===== src/rtl/id_stage_param.sv =====
// Decode stage: register file with forwarding, load-use/branch hazard stall, branch resolution and ID/EX register.
// Optional branch statistics counters are built when ID_STAGE_BRANCH_STATS_EN is defined.
module id_stage_param #(
  parameter int DATA_W     = 32,
  parameter int REG_ADDR_W = 5,
  parameter int PC_W       = 32,
  parameter int CTRL_W     = 16,
  parameter int STAT_W     = 16
) (
  input  logic                  i_clk,
  input  logic                  i_reset,
  input  logic                  i_hold,
  input  logic                  i_valid,
  input  logic [REG_ADDR_W-1:0] i_rs,
  input  logic [REG_ADDR_W-1:0] i_rt,
  input  logic [REG_ADDR_W-1:0] i_rd,
  input  logic [15:0]           i_imm,
  input  logic [PC_W-1:0]       i_pc_plus_4,
  input  logic                  i_is_branch,
  input  logic [2:0]            i_br_type,
  input  logic [CTRL_W-1:0]     i_ctrl,
  input  logic                  i_flush,
  input  logic                  i_wb_we,
  input  logic [REG_ADDR_W-1:0] i_wb_rd,
  input  logic [DATA_W-1:0]     i_wb_data,
  input  logic                  i_ex_reg_write,
  input  logic                  i_ex_mem_read,
  input  logic [REG_ADDR_W-1:0] i_ex_rd,
  input  logic                  i_mem_reg_write,
  input  logic                  i_mem_mem_read,
  input  logic [REG_ADDR_W-1:0] i_mem_rd,
  input  logic [DATA_W-1:0]     i_mem_alu_result,
  output logic                  o_stall,
  output logic                  o_pc_src,
  output logic [PC_W-1:0]       o_branch_target,
  output logic                  o_idex_valid,
  output logic [DATA_W-1:0]     o_idex_data_1,
  output logic [DATA_W-1:0]     o_idex_data_2,
  output logic [DATA_W-1:0]     o_idex_imm,
  output logic [REG_ADDR_W-1:0] o_idex_rs,
  output logic [REG_ADDR_W-1:0] o_idex_rt,
  output logic [REG_ADDR_W-1:0] o_idex_rd,
  output logic [CTRL_W-1:0]     o_idex_ctrl,
  output logic [STAT_W-1:0]     o_br_count,
  output logic [STAT_W-1:0]     o_br_taken_count
);

  localparam int NREG = 2 ** REG_ADDR_W;
  localparam logic signed [DATA_W-1:0] ZERO = '0;

  function automatic logic [DATA_W-1:0] fwd_sel(
    input logic [REG_ADDR_W-1:0] addr,
    input logic [DATA_W-1:0]     rf_val,
    input logic                  mem_en,
    input logic [REG_ADDR_W-1:0] mem_rd,
    input logic [DATA_W-1:0]     mem_val,
    input logic                  wb_en,
    input logic [REG_ADDR_W-1:0] wb_rd,
    input logic [DATA_W-1:0]     wb_val
  );
    if (addr == '0)                 return '0;
    else if (mem_en && mem_rd == addr) return mem_val;
    else if (wb_en && wb_rd == addr)   return wb_val;
    else                               return rf_val;
  endfunction

  logic [DATA_W-1:0] r_rf [NREG];

  logic                     w_mem_fwd;
  logic signed [DATA_W-1:0] w_op_a;
  logic signed [DATA_W-1:0] w_op_b;
  logic                     w_ex_haz;
  logic                     w_mem_haz;
  logic                     w_cond;
  logic                     w_bubble;
  logic signed [15:0]       w_imm_s;
  logic [PC_W-1:0]          w_imm_pc;
  logic [DATA_W-1:0]        w_imm_data;

  assign w_mem_fwd = i_mem_reg_write & ~i_mem_mem_read;
  assign w_op_a = fwd_sel(i_rs, r_rf[i_rs], w_mem_fwd, i_mem_rd, i_mem_alu_result,
                          i_wb_we, i_wb_rd, i_wb_data);
  assign w_op_b = fwd_sel(i_rt, r_rf[i_rt], w_mem_fwd, i_mem_rd, i_mem_alu_result,
                          i_wb_we, i_wb_rd, i_wb_data);

  // Loads in EX always stall; ALU results in EX also stall a branch since it resolves here.
  assign w_ex_haz  = i_ex_reg_write && (i_ex_rd != '0) &&
                     ((i_ex_rd == i_rs) || (i_ex_rd == i_rt)) &&
                     (i_ex_mem_read || i_is_branch);
  assign w_mem_haz = i_is_branch && i_mem_mem_read && (i_mem_rd != '0) &&
                     ((i_mem_rd == i_rs) || (i_mem_rd == i_rt));
  assign o_stall   = i_valid & (w_ex_haz | w_mem_haz);

  always_comb begin
    w_cond = 1'b0;
    case (i_br_type)
      3'd0:    w_cond = (w_op_a == w_op_b);
      3'd1:    w_cond = (w_op_a != w_op_b);
      3'd2:    w_cond = (w_op_a <= ZERO);
      3'd3:    w_cond = (w_op_a >  ZERO);
      3'd4:    w_cond = (w_op_a <  ZERO);
      3'd5:    w_cond = (w_op_a >= ZERO);
      default: w_cond = 1'b0;
    endcase
  end

  assign o_pc_src = i_valid & i_is_branch & ~o_stall & ~i_hold & w_cond;

  assign w_imm_s         = i_imm;
  assign w_imm_pc        = PC_W'(w_imm_s);
  assign w_imm_data      = DATA_W'(w_imm_s);
  assign o_branch_target = i_pc_plus_4 + (w_imm_pc << 2);

  assign w_bubble = i_flush | o_stall | ~i_valid;

  // Register file: x0 is never written, so it stays at its reset value.
  always_ff @(posedge i_clk) begin
    if (i_reset) begin
      for (int i = 0; i < NREG; i++) r_rf[i] <= '0;
    end else if (i_wb_we && !i_hold && (i_wb_rd != '0)) begin
      r_rf[i_wb_rd] <= i_wb_data;
    end
  end

  // ---- ID/EX boundary (p1) ----
  logic                  r_vld_p1;
  logic [DATA_W-1:0]     r_data_1_p1;
  logic [DATA_W-1:0]     r_data_2_p1;
  logic [DATA_W-1:0]     r_imm_p1;
  logic [REG_ADDR_W-1:0] r_rs_p1;
  logic [REG_ADDR_W-1:0] r_rt_p1;
  logic [REG_ADDR_W-1:0] r_rd_p1;
  logic [CTRL_W-1:0]     r_ctrl_p1;

  always_ff @(posedge i_clk) begin
    if (i_reset || (!i_hold && w_bubble)) begin
      r_vld_p1    <= 1'b0;
      r_data_1_p1 <= '0;
      r_data_2_p1 <= '0;
      r_imm_p1    <= '0;
      r_rs_p1     <= '0;
      r_rt_p1     <= '0;
      r_rd_p1     <= '0;
      r_ctrl_p1   <= '0;
    end else if (!i_hold) begin
      r_vld_p1    <= 1'b1;
      r_data_1_p1 <= w_op_a;
      r_data_2_p1 <= w_op_b;
      r_imm_p1    <= w_imm_data;
      r_rs_p1     <= i_rs;
      r_rt_p1     <= i_rt;
      r_rd_p1     <= i_rd;
      r_ctrl_p1   <= i_ctrl;
    end
  end

  assign o_idex_valid  = r_vld_p1;
  assign o_idex_data_1 = r_data_1_p1;
  assign o_idex_data_2 = r_data_2_p1;
  assign o_idex_imm    = r_imm_p1;
  assign o_idex_rs     = r_rs_p1;
  assign o_idex_rt     = r_rt_p1;
  assign o_idex_rd     = r_rd_p1;
  assign o_idex_ctrl   = r_ctrl_p1;

`ifdef ID_STAGE_BRANCH_STATS_EN
  function automatic logic [STAT_W-1:0] sat_inc(input logic [STAT_W-1:0] v);
    return (&v) ? v : v + 1'b1;
  endfunction

  logic              w_br_resolved;
  logic [STAT_W-1:0] r_br_cnt_p1;
  logic [STAT_W-1:0] r_br_tkn_p1;

  assign w_br_resolved = i_valid & i_is_branch & ~o_stall & ~i_hold;

  always_ff @(posedge i_clk) begin
    if (i_reset) begin
      r_br_cnt_p1 <= '0;
      r_br_tkn_p1 <= '0;
    end else begin
      if (w_br_resolved) r_br_cnt_p1 <= sat_inc(r_br_cnt_p1);
      if (o_pc_src)      r_br_tkn_p1 <= sat_inc(r_br_tkn_p1);
    end
  end

  assign o_br_count       = r_br_cnt_p1;
  assign o_br_taken_count = r_br_tkn_p1;
`else
  assign o_br_count       = '0;
  assign o_br_taken_count = '0;
`endif

endmodule


===== config.mk =====
export PLATFORM = sky130hd
export DESIGN_NAME = id_stage_param
export DESIGN_NICKNAME = d
export VERILOG_FILES = /design/src/rtl/id_stage_param.sv
export SDC_FILE = /design/constraint.sdc
export NUM_CORES = 2
export LEC_CHECK = 0
export ABC_AREA = 1
export ABC_CLOCK_PERIOD_IN_PS = 2700
export BUFFER_PORTS_ARGS = -buffer_cell sky130_fd_sc_hd__clkbuf_2
export CORE_ASPECT_RATIO = 1.25
export CORE_MARGIN = 1.5
export CORE_UTILIZATION = 39
export DETAILED_ROUTE_END_ITERATION = 8
export PLACE_DENSITY_LB_ADDON = 0.15
export SYNTH_ARGS = -nofsm -noshare
export SYNTH_HDL_FRONTEND = slang
export SYNTH_SLANG_ARGS = --single-unit

===== constraint.sdc =====
create_clock -name i_clk -period 2.7 [get_ports i_clk]
set_clock_uncertainty 0.1 [all_clocks]
set_input_delay 0.27 -clock i_clk [delete_from_list [all_inputs] [get_ports i_clk]]
set_output_delay 0.27 -clock i_clk [all_outputs]
set_load 0.01 [all_outputs]

# After elaboration in Yosys (flattened, before gate mapping)
# Memories as Yosys holds them, arrays and structs flattened.
# Index checks and enable logic that the tools add are counted.
# totals
memories	1
input_bits	172
latchBits	0
romBits	0
ram_bits	1024
register_bits	112
wordCells	80
# memory_table
name	words	word_bits	rd	rd_clocked_by_memory_dff	write_ports	line_no	text
r_rf	32	32	2	0	32	67	logic [DATA_W-1:0] r_rf [NREG];
# op_classes
bitwise_logic	13
n_eq_ne	13
shifts	0
div	0
multipliers	0
add_sub_neg	1
muxes	15
order_cmp	4
n_reduce_logical	25
# op_table
op	n
$mux W32	7
$add A32 B32 Y32	1
$eq A32 B32 Y1	1
$ge A32 B1 Y1 const B	1
$gt A32 B1 Y1 const B	1
$le A32 B1 Y1 const B	1
$lt A32 B1 Y1 const B	1
$ne A32 B32 Y1	1
$reduce_or A32 Y1	1
$eq A5 B5 Y1	6
$reduce_bool A5 Y1	3
$logic_and A1 B1 Y1	13
$logic_not A5 Y1	2
$and A1 B1 Y1	6
$eq A3 B2 Y1 const B	2
$eq A3 B3 Y1 const B	2
$mux W1	6
$pmux W1 S6	1
$mux W5	1
$logic_or A1 B1 Y1	4
$not A1 Y1	4
$eq A3 B1 Y1 const B	1
$logic_not A3 Y1	1
$or A1 B1 Y1	3
$logic_not A1 Y1	1

# Depth between registers and ports, before layout
# depth
depth_word	10
mapped_depth	26

# Worst setup path before layout
# OpenSTA, ideal clock, no wires.
# synth_timing
kind	input to register
startpoint	in i_hold
endpoint	mem r_rf[11][0] (enable)
n_path_buf	2
t_arrival_ns	2.401
setup_ns	0.389
path_slack_ns	-0.191
cell_stages	7
t_required_ns	2.211
path_cell_list	clkbuf_1 -> nor3_1 -> inv_1 -> nor3_1 -> nand2_1 -> clkbuf_1 -> nand2_1
# synth_rtl
element	line_no	text
from (decl)	12	input logic i_hold,
to (decl)	67	

==> flow_metrics.env <==
export IMPL_outcome="complete, but fails checks"
export IMPL_violations="setup timing"
export IMPL_path_common_cell="nand2_1"
export IMPL_fp_dieW_um=366.2
export IMPL_fin_crit_ps=3647
export IMPL_cts_tree="yes"
export IMPL_syn_cell_area_um2=64320
export IMPL_viasPerCell=5.867
export IMPL_startpoint_type="flop"
export IMPL_fillers=15663
export IMPL_critPathMaxFanout=2
export IMPL_grt_pass1_wl_um=445200
export IMPL_insertion_delay_ps=800
export IMPL_grt_max_degree=64
export IMPL_crit_path_max_incr_delay_ps=400
export IMPL_synthFlopType="edfxtp_1"
export IMPL_syn_to_final_growth_pct=27.72
export IMPL_nNetsFinal=9286
export IMPL_cp_slowest_cell="edfxtp_1"
export IMPL_async_reset_ff_share_pct=0
export IMPL_syn_avg_cell_area_um2=7.805
export IMPL_syn_inst=8240
export IMPL_dp_cells=11024
export IMPL_arrival_ps=3280
export IMPL_routed_wl_um=316800
export IMPL_max_cap_violations=0
export IMPL_post_dp_hpwl_um=215900
export IMPL_setup_viol=14
export IMPL_crit_type="flop to output port"
export IMPL_ys_seq_area_share_pct=51.30
export IMPL_antenna_found_initial=9
export IMPL_power_total_w=0.04763
export IMPL_final_antenna_net_count=0
export IMPL_crit_path_end_kind="output port"
export IMPL_cts_buffers=121
export IMPL_layout_setup_ws_ps=-947.3
export IMPL_die_y_um=457.0
export IMPL_ir_drop_v=0.0005552
export IMPL_gp_congestion=1.005
export IMPL_rows=166
export IMPL_grt_overflow=0
export IMPL_dieArea_um2=167400
export IMPL_crit_chain="nand2_1 > nand3_1 > nand2_1 > a21oi_1 > nand3_1 > nand2_1 > nand2_1 > a21oi_1 > nand3_1 > nand2_1 > nand2_1 > nor2_1 > nand2_2 > nor2_4 > nand2_2 > nand2_2 > nand2_2 > a21oi_2 > buf_2"
export IMPL_detail_route_wl_per_cell_um=27.83
export IMPL_drt_first_pass_iters=9
export IMPL_p_leak_nw=35.32
export IMPL_clock_sinks=1136
export IMPL_cp_data_required_time_ps=2330
export IMPL_start_util_pct=39.30
export IMPL_synth_edf_count=1024
export IMPL_core_area_um2=163700
export IMPL_slew_violations=0
export IMPL_ys_seq_elements=1136
export IMPL_grt_pass1_vias=62220
export IMPL_synth_warnings=0
export IMPL_max_slew_margin_rel_pct=32.42
export IMPL_worst_slew_pin_slew_ps=1014
export IMPL_min_path_type="primary input to flop"
export IMPL_via_count=66779
export IMPL_route_detailed_drc=0
export IMPL_rsz0062_at_grt="yes"
export IMPL_fmax_ghz=0.2742
export IMPL_finalHoldViolations=0
export IMPL_drtIter0Drc=10644
export IMPL_clock_path_buffers=3
export IMPL_io_pins=366
export IMPL_track_usage_pct=36.68
export IMPL_portBuffers=329
export IMPL_post_route_period_util_pct=135.1
export IMPL_drive_gt1_share_pct=21.11
export IMPL_p_per_area_nw_per_um2=579.9
export IMPL_finalSetupTns_ps=-2115
export IMPL_final_cells=11382
export IMPL_root_buffer="clkbuf_16"
export IMPL_htree_levels=3
export IMPL_path_clk_slew_ps=70
export IMPL_synth_distinct_cells=48
==> metrics by stage <==
step	cell area (µm²)	setup slack, ps	hold WS, ps	utilization [%]
2_1_floorplan	64630	0.8691	314.6	-
3_3_place_gp	75150	-1055	348.3	45.91
3_5_place_dp	75150	-1020	353.2	45.91
4_1_cts	81140	-924.1	0.5071	49.58
5_1_grt	82140	-1026	42.74	50.18
6_report	82140	-947.3	9.947	50.19
==> logic make-up (layout without fill, tap and decap cells) <==
family                   Yosys count  count (layout)  synth area share [%]
adder cells (fa/ha/maj)           30              30                0.5953
buffers and inverters           1024            1911                 7.478
AND/OR/NAND/NOR                 5251            5251                 33.70
AO/OA/AOI/OAI                    758             758                 6.385
other                              1              72              0.005831
flip-flops                      1136            1136                 51.30
XOR/XNOR                          40              40                0.5447
==> worst max-delay path, delay by kind of cell, from the launching register on <==
family                 cells  cell delay, ps
buffers and inverters      1             150
and+or+nand+nor           15            1510
AOI/OAI and AO/OA          3             410
DFF                        1             400
==> final timing paths <==
path / from / end / slack (ps) / cells after the start
hold / removal: i_wb_data[20] / o_idex_data_2[20] / 10 / 6
hold reg to reg: o_idex_ctrl[12] / o_idex_ctrl[12] / 360 / 2
setup / recovery: r_rf[2][23] / o_pc_src / -950 / 19
setup reg to reg: r_rf[0][25] / o_idex_data_2[25] / 150 / 19
==> metal layers <==
metal | track usage [%] | share of wire [%]
met2 | 56.19 | 44
met3 | 9.239 | 13
met5 | 0 | 0.0022
met4 | 24.12 | 7.7
met1 | 45.82 | 36
==> synthesized netlist by cell type, types with 2 or more instances <==
library cell / number / share of area [%]
nand2_1: 2562 / 15
nand3_1: 1464 / 11
nor2_1: 1169 / 6.8
edfxtp_1: 1024 / 48
a21oi_1: 361 / 2.8
buf_2: 306 / 2.4
clkbuf_1: 277 / 1.6
inv_1: 272 / 1.6
o21ai_0: 234 / 1.8
dfxtp_1: 112 / 3.5
buf_4: 101 / 1.2
o211ai_1: 84 / 0.98
o21ai_1: 39 / 0.30
ha_1: 29 / 0.56
buf_1: 26 / 0.15
buf_6: 26 / 0.46
nand4_1: 25 / 0.24
xor2_1: 25 / 0.34
nor3_1: 18 / 0.14
xnor2_1: 15 / 0.20
a211oi_1: 12 / 0.14
inv_2: 9 / 0.053
a31oi_1: 6 / 0.058
o22ai_1: 6 / 0.058
a221oi_1: 3 / 0.041
clkbuf_2: 3 / 0.023
a21boi_0: 2 / 0.023
clkinv_1: 2 / 0.012
inv_4: 2 / 0.019
nand2_2: 2 / 0.019
nand3_2: 2 / 0.031
nor4_1: 2 / 0.019
o2111ai_1: 2 / 0.027
o21bai_1: 2 / 0.023
or2_0: 2 / 0.019
or2_2: 2 / 0.019
==> final cells by class <==
type / instances / area, µm² / area share (%)
antenna: 8 / 20.02 / 0.02437
clock buffer: 155 / 3303 / 4.021
clock inverter: 74 / 757.0 / 0.9215
inverter: 285 / 1131 / 1.377
multi-input combinational: 6143 / 28600 / 34.82
sequential: 1136 / 32990 / 40.16
tap: 2184 / 2733 / 3.327
timing repair buffer: 1397 / 12600 / 15.34
==> registers in the layout (all words and copies together), names as in the netlist <==
signal / cells
o_idex_rd: 5
o_idex_rt: 5
o_idex_imm: 16
o_idex_data_1: 32
o_idex_valid: 1
o_idex_rs: 5
o_idex_data_2: 32
r_rf: 1024
o_idex_ctrl: 16
==> layout by cell type, fill, tap and decap left out, types with 8 or more instances in the layout <==
cell	instances
nand2_1	2369
nand3_1	1340
nor2_1	1151
edfxtp_1	1024
buf_4	769
a21oi_1	332
clkbuf_2	296
inv_1	262
o21ai_0	230
buf_12	203
nand2_2	173
clkbuf_16	126
dfxtp_1	112
nand3_2	111
o211ai_1	84
dlygate4sd3_1	68
conb_1	64
buf_6	36
o21ai_1	34
nand4_1	25
a21oi_2	24
ha_1	24
clkbuf_1	24
clkinv_2	23
clkinv_1	23
nand2_4	20
xor2_1	19
nor3_1	18
buf_2	18
inv_2	15
nand3_4	15
bufinv_16	13
xnor2_1	12
nor2_4	11
a211oi_1	11
diode_2	8
nor2_2	8
==> what timing repair did <==
action,4_1_cts,5_1_grt
endpoints found under the hold margin,93,0
pin swaps,91,177
resized for setup,213,255
gates cloned,0,0
setup buffers,50,19
hold buffers,68,0
setup endpoints to repair,18,22
==> report_power, final <==
group,total [W],internal [W],switching [W]
registers,0.0206,0.0201,0.000531
clock network,0.0176,0.00987,0.00768
logic,0.00947,0.00340,0.00607
total,0.0476,0.0334,0.0143
No activity file was read; power rests on OpenSTA's default activity.
